<file path="config.mk">
export PLATFORM = sky130hd
export DESIGN_NAME = fetch_redirect_ctrl
export DESIGN_NICKNAME = d
export VERILOG_FILES = /design/src/rtl/fetch_redirect_ctrl.sv
export SDC_FILE = /design/constraint.sdc
export NUM_CORES = 1
export LEC_CHECK = 0
export CAP_MARGIN = 20
export CORE_AREA = 8 8 99 101
export CTS_CLUSTER_DIAMETER = 120
export CTS_CLUSTER_SIZE = 16
export DETAILED_ROUTE_END_ITERATION = 12
export DIE_AREA = 0 0 107 109
export PLACE_DENSITY = 0.84
export SLEW_MARGIN = 0
export SYNTH_ARGS = -nofsm -noshare
export SYNTH_HDL_FRONTEND = slang
export SYNTH_SLANG_ARGS = --single-unit
</file>
<file path="constraint.sdc">
create_clock -name clk -period 3.4 [get_ports clk]
set_input_delay 0.85 -clock clk [delete_from_list [all_inputs] [get_ports clk]]
set_output_delay 0.85 -clock clk [all_outputs]
set_load 0.005 [all_outputs]
</file>
<file path="src/rtl/fetch_redirect_ctrl.sv">
// Fetch PC sequencer: picks next_pc/pc_en from sequential, branch, exception and eret
// requests, holding a redirect that arrives while instruction memory is busy.
module fetch_redirect_ctrl #(
   parameter logic [31:0] RESET_PC   = 32'h0000_3000,
   parameter logic [31:0] EXC_VECTOR = 32'h0000_4180,
   parameter logic [31:0] TEXT_HI    = 32'h0000_4ffc
) (
   input  logic        clk,
   input  logic        reset,
   input  logic [31:0] pc,
   input  logic        imem_ready,
   input  logic        stall,
   input  logic        br_taken,
   input  logic [31:0] br_target,
   input  logic        exc_req,
   input  logic        eret_req,
   input  logic [31:0] epc,
   output logic [31:0] next_pc,
   output logic        pc_en,
   output logic        flush_pipe,
   output logic [4:0]  excode_F,
   output logic        pend_valid
);

   localparam int unsigned PC_W = 32;
   localparam logic [4:0] EXC_ADEL = 5'd4;

   typedef enum logic {RUN, PEND} state_t;
   typedef enum logic [1:0] {K_NONE, K_BR, K_ERET, K_EXC} kind_t;

   state_t            state;
   kind_t             pend_kind;
   logic [PC_W-1:0]   pend_tgt;

   logic              br_eff;
   logic              eret_eff;
   kind_t             sel_kind;
   logic [PC_W-1:0]   sel_tgt;
   logic [PC_W-1:0]   seq_pc;

   assign br_eff   = br_taken & ~stall;
   assign eret_eff = eret_req & ~exc_req;
   assign seq_pc   = pc + PC_W'(4);

   // Merge any latched redirect with this cycle's requests; a newer request of
   // equal or higher priority replaces what is held.
   always_comb begin
      sel_kind = K_NONE;
      sel_tgt  = '0;
      if (state == PEND) begin
         sel_kind = pend_kind;
         sel_tgt  = pend_tgt;
      end
      if (exc_req) begin
         sel_kind = K_EXC;
         sel_tgt  = EXC_VECTOR;
      end else if (eret_eff && (sel_kind != K_EXC)) begin
         sel_kind = K_ERET;
         sel_tgt  = epc;
      end else if (br_eff && ((sel_kind == K_NONE) || (sel_kind == K_BR))) begin
         sel_kind = K_BR;
         sel_tgt  = br_target;
      end
   end

   // Fetch-stage address fault check, independent of redirect state.
   always_comb begin
      excode_F = '0;
      if ((pc[1:0] != 2'b00) || (pc < RESET_PC) || (pc > TEXT_HI)) begin
         excode_F = EXC_ADEL;
      end
   end

   always_ff @(posedge clk) begin
      if (reset) begin
         state      <= RUN;
         pend_kind  <= K_NONE;
         pend_tgt   <= '0;
         next_pc    <= RESET_PC;
         pc_en      <= 1'b0;
         flush_pipe <= 1'b0;
         pend_valid <= 1'b0;
      end else begin
         flush_pipe <= 1'b0;
         pc_en      <= 1'b0;
         next_pc    <= seq_pc;
         case (state)
            RUN: begin
               if (imem_ready) begin
                  if (sel_kind != K_NONE) begin
                     next_pc    <= sel_tgt;
                     pc_en      <= 1'b1;
                     flush_pipe <= (sel_kind == K_EXC) || (sel_kind == K_ERET);
                  end else begin
                     pc_en <= ~stall;
                  end
                  pend_valid <= 1'b0;
               end else if (sel_kind != K_NONE) begin
                  state      <= PEND;
                  pend_kind  <= sel_kind;
                  pend_tgt   <= sel_tgt;
                  pend_valid <= 1'b1;
               end else begin
                  pend_valid <= 1'b0;
               end
            end
            PEND: begin
               if (imem_ready) begin
                  next_pc    <= sel_tgt;
                  pc_en      <= 1'b1;
                  flush_pipe <= (sel_kind == K_EXC) || (sel_kind == K_ERET);
                  state      <= RUN;
                  pend_kind  <= K_NONE;
                  pend_tgt   <= '0;
                  pend_valid <= 1'b0;
               end else begin
                  pend_kind  <= sel_kind;
                  pend_tgt   <= sel_tgt;
                  pend_valid <= 1'b1;
               end
            end
            default: begin
               state      <= RUN;
               pend_kind  <= K_NONE;
               pend_valid <= 1'b0;
            end
         endcase
      end
   end

endmodule
</file>
Word level (Yosys, flattened, before mapping)
Index checks and enable logic that the tools add are counted.

operators by class
  add/subtract/negate cells = 1
  order comparisons = 2
  equal/unequal tests = 6
  multiplexer cells = 33
  bitwise gates (word level) = 5
  reduce and logical (&&, ||, !) cells = 10

operators with widths
  operator                                                                         count
  32-bit 2-to-1 mux                                                                10
  32-bit one-hot mux with 2 select lines                                           2
  32-bit by 3-bit adder with 32-bit output (second input constant)                 1
  32-bit by 15-bit > comparator with 1-bit output (second input constant)          1
  32-bit by 14-bit less-than comparator with 1-bit output (second input constant)  1
  2-bit 2-to-1 mux                                                                 7
  1-bit 2-to-1 mux                                                                 9
  2-bit inequality test (second input constant)                                    3
  1-bit one-hot mux with 2 select lines                                            3
  2-bit == test (second input constant)                                            2
  1-bit logical OR                                                                 4
  2-bit one-hot mux with 2 select lines                                            1
  2-bit nonzero test                                                               2
  3-bit 2-to-1 mux                                                                 1
  1-bit inverter                                                                   3
  1-bit AND                                                                        2
  2-bit by 1-bit == test with 1-bit output (second input constant)                 1
  1-bit logical AND                                                                2
  2-bit zero test                                                                  1
  2-bit AND reduction                                                              1

storage, ports and cells
  register bits after elaboration = 69
  input port bits = 103
  output and inout port bits = 40

Longest topological paths before layout
Gate-level depths: netlist of the first run.

  depth in word-level cells = 12
  depth in mapped cells = 8
  gate-level depth less buffers = 6

Least setup slack after synthesis of the first run
No wires, ideal clock.

  kind = input -> output
  start point = input port pc[2]
  end point = output port excode_F[2]
  arrival = 1749 ps
  path slack = 801 ps
  stages on the path = 5
  buffers on the path = 0
  cells stage by stage = ha_1 -> nand2_1 -> nor3_1 -> a21oi_1 -> o2111ai_1

on the way
  cells in the longest elaborated chain, start to end = 4
  elaborated cells between the ends (all ways) = 5
  classes of those cells = 2 x order compare; 1 x mux; 2 x reduce/logical

RTL lines
  what                                                     RTL line  source
  start, declared                                          10        input logic [31:0] pc,
  32-bit by 14-bit less-than comparator with 1-bit output  69        if ((pc[1:0] != 2'b00) || (pc < RESET_PC) || (pc > TEXT_HI)) begin
  1-bit logical OR                                         69
  1-bit logical OR (*)                                     69
  3-bit 2-to-1 mux (*)                                     69
  end, declared                                            21        output logic [4:0] excode_F,

Mark *: on every way between the ends. The rest lies on a longest branch, timed or not.

Worst setup path after layout of the first run
Same ends and word-level chain as after synthesis.

==> results of run 1 <==
-- worst reg2reg max path, stage by stage, from the launching register on --
cell	delay [ps]
dfxtp_1	680
nand2_1	440
nand2_1	410
nand3_1	120
a311oi_1	520
a22o_1	240
-- final timing paths --
check	startpoint	endpoint	slack [ps]	cells past startpoint
setup reg to reg	state	next_pc[16]	930	5
setup / recovery	pc[2]	excode_F[2]	120	8
hold / removal	pend_tgt[8]	pend_tgt[8]	460	2
hold reg to reg	pend_tgt[8]	pend_tgt[8]	460	2
-- cell usage after synthesis (all sizes together) (3+ instances only) --
library cell  count
dfxtp            69
nand3            45
nor2             41
nand2            29
clkbuf           28
a22o             27
nor3             22
a311oi           19
a211oi           16
o211ai           16
o21ai            16
buf              15
a21oi            12
xnor2            12
xor2             12
nand4             9
nor4              8
and3              7
a22oi             5
a311o             5
a31oi             5
and2              5
nand2b            5
o22ai             5
or3               4
inv               3
-- what timing repair did --
| action | in CTS | in global routing |
|---|---|---|
| hold buffers | 0 | 0 |
| endpoints found under the setup margin | 1 | 1 |
| resized for setup | 1 | 1 |
| buffers inserted | 0 | 0 |
-- sequential cells by signal (all words and copies together) (netlist names) --
register / flops
pend_kind: 2
pend_tgt: 32
flush_pipe: 1
pc_en: 1
next_pc: 32
state: 1
-- metal layers --
layer,vias to the layer above,part of all wire (%)
met5,-,0
met4,0,2.0
met3,23,9.5
met2,217,48
met1,2031,40
li1,2033,-
-- power groups by stage --
stage | Sequential, mW | Clock, mW | Combinational (mW)
after floorplan | 0.890 | 0 | 0.197
after global placement | 0.894 | 0 | 0.461
after detailed placement | 0.894 | 0 | 0.470
after CTS | 0.876 | 0.903 | 0.474
after global routing | 0.881 | 0.945 | 0.512
final | 0.877 | 0.900 | 0.477
-- stage by stage --
stage	worst slack, ps	setup TNS (ps)	cell area (um2)	std cells
2_1_floorplan	801.2	0	3845	463
3_3_place_gp	-107.2	-107.2	5455	707
3_5_place_dp	-191.4	-191.4	5455	707
4_1_cts	83.13	0	5724	723
5_1_grt	9.653	0	5725	723
6_report	122.1	0	5725	723
-- cell usage in the layout (no fill, tap or decap), types with 7 or more instances in the layout --
cell / count
a211oi_1: 16
nor4_1: 7
a311oi_1: 19
clkbuf_8: 9
o21ai_0: 16
nor3_1: 22
a22o_1: 27
nor2_1: 40
xor2_1: 12
dfxtp_1: 69
nand4_1: 8
o211ai_1: 16
buf_4: 40
clkdlybuf4s50_1: 137
nand3_1: 42
nand2_1: 29
xnor2_1: 12
a21oi_1: 11
-- logic make-up after synthesis --
logic type | Yosys count
AND/OR/NAND/NOR | 183
buffers and inverters | 47
other | 1
flip-flops | 69
AO/OA/AOI/OAI | 135
XOR/XNOR | 24
adder cells (fa/ha/maj) | 1
-- area by class of cell --
| cell class | instances | area (um2) | area share (%) |
|---|---|---|---|
| clock inverter | 7 | 146.4 | 2.557 |
| tap | 108 | 135.1 | 2.360 |
| inverter | 4 | 15.01 | 0.2622 |
| sequential | 69 | 1381 | 24.13 |
| timing repair buffer | 179 | 1702 | 29.72 |
| multi-input combinational | 347 | 2222 | 38.81 |
| clock buffer | 9 | 123.9 | 2.163 |
==> results.yml, run 1 <==
outcome:
  run_status: "finished, final reports clean"
floorplanning:
  core_um2: 8381
  pin_count: 143
  die_w_um: 107
  initial_core_util_pct: 45.74
  rows: 34
  die_h_um: 109
  die_area_um2: 11660
timing:
  fin_skew_ps: 9.644
  clock.fmax_ghz: 0.3051
  hold_viol: 0
  timing.final.crit_share_pct: 96.41
  final_max_slew_viol_count: 0
  worst_pin_slew_ps: 671.2
  maxSlewHeadroom_pct: 54.84
  fin_hold_ws_ps: 461.7
  finalSetupViolations: 0
  rsz0062_at_grt: "no"
  period_needed_ps: 3278
logic_synthesis:
  synthTopCellsByArea: "dfxtp_1 36%, a22o_1 6.2%, nand3_1 5.5%, a311oi_1 4.3%, nor2_1 3.9%"
  ys_warn_count: 0
  synth_top_area_share_pct: 36.03
  syn_area_um2: 3834
  muxShareOfSynthArea_pct: 0
  synth_area_per_cell_um2: 8.334
  synth_top_area_cell: "dfxtp_1"
  synth_edf_count: 0
  synth-async-reset-ratio_pct: 0
  synth_top_family_by_area: "compound AO/OA/AOI/OAI gates"
  synthAdderAreaFrac_pct: 0.3264
  synth_cell_types: 55
  synth-compound-area-share_pct: 26.44
  synthXorXnorAreaFrac_pct: 5.483
  synthCells: 460
  ys_seq_elements: 69
  synth-main-ff-cell: "dfxtp_1"
  ys_seq_area_share_pct: 36.03
  synthSimpleGateAreaFrac_pct: 25.03
power_and_ir_drop:
  internal_power_mw: 1.677
  p_clk_share_pct: 39.9
  switching_share_pct: 25.61
  power_frac_seq_pct: 38.9
  irDropWorstVdd_uv: 206.8
  p_total_mw: 2.254
  p_comb_share_pct: 21.1
  switchingPower_uw: 577.3
  power.leakage_nw: 2.037
  p_per_area_nw_per_um2: 393.7
clock_network:
  numCtsBuffers: 9
  clk_pin_slew_worst_paths_ps: 80
  htreeDepth: 3
  cts_sinks: 69
  cts_tree: "built"
  clk_latency_ps: 360
  clockBufferDepth: 2
  cts_root_buf: "clkbuf_8"
placed_design:
  portBuffers: 138
  gp_congestion: 0.9510
  post-dp-hpwl_um: 10610
global_routing:
  grt_overflow: 0
  grt_busiest_layer: "met2"
  grt_use_met1_pct: 29.00
  antenna_found_initial: 0
  grt_util_all_layers_pct: 23.25
  grt_use_met3_pct: 6.442
  grt_first_pass_wirelength_um: 21470
  grt_max_degree: 34
  met2_usage_pct: 37.92
  grt_pass1_vias: 4240
route:
  drt-total-wl_um: 13730
  firstDrtPassIters: 5
  wl_per_cell_um: 18.99
  num_vias: 4304
  drtAntennaViolNets: 0
  via_per_inst: 5.953
  drc: 0
  first_iter_violations: 276
worst_hold_path:
  min_path_type: "reg -> reg"
setup_path:
  startpoint_type: "input port"
  crit_type: "in -> out"
  cp.arrival_ps: 2430
  worstPathCellList: "clkdlybuf4s50_1, ha_1, nand2_1, nor3_1, buf_4, a21oi_1, o2111ai_1, clkdlybuf4s15_1"
  path_delay_family: "buffers and inverters"
  crit_buf_inv: 3
  slowest_delay_ps: 490
  critPathSlowestCell: "clkdlybuf4s50_1"
  end_kind: "primary output"
  crit_fanout: 2
  cp.required_ps: 2550
finish:
  antenna_cells: 0
  final_util_pct: 68.32
  nets: 714
  area_delta_synth_final_pct: 49.35
  drive_above_1_share_pct: 11.71
  fillCellCount: 689
flow_run:
  drv_cap: 0
Power figures use the tool's default switching activity.
==> run 2: changes to the inputs <==
- CAP_MARGIN: 20 -> not set
==> results of run 2 <==
Same layout as run 1: the final DEF is identical, and so are final timing and power.
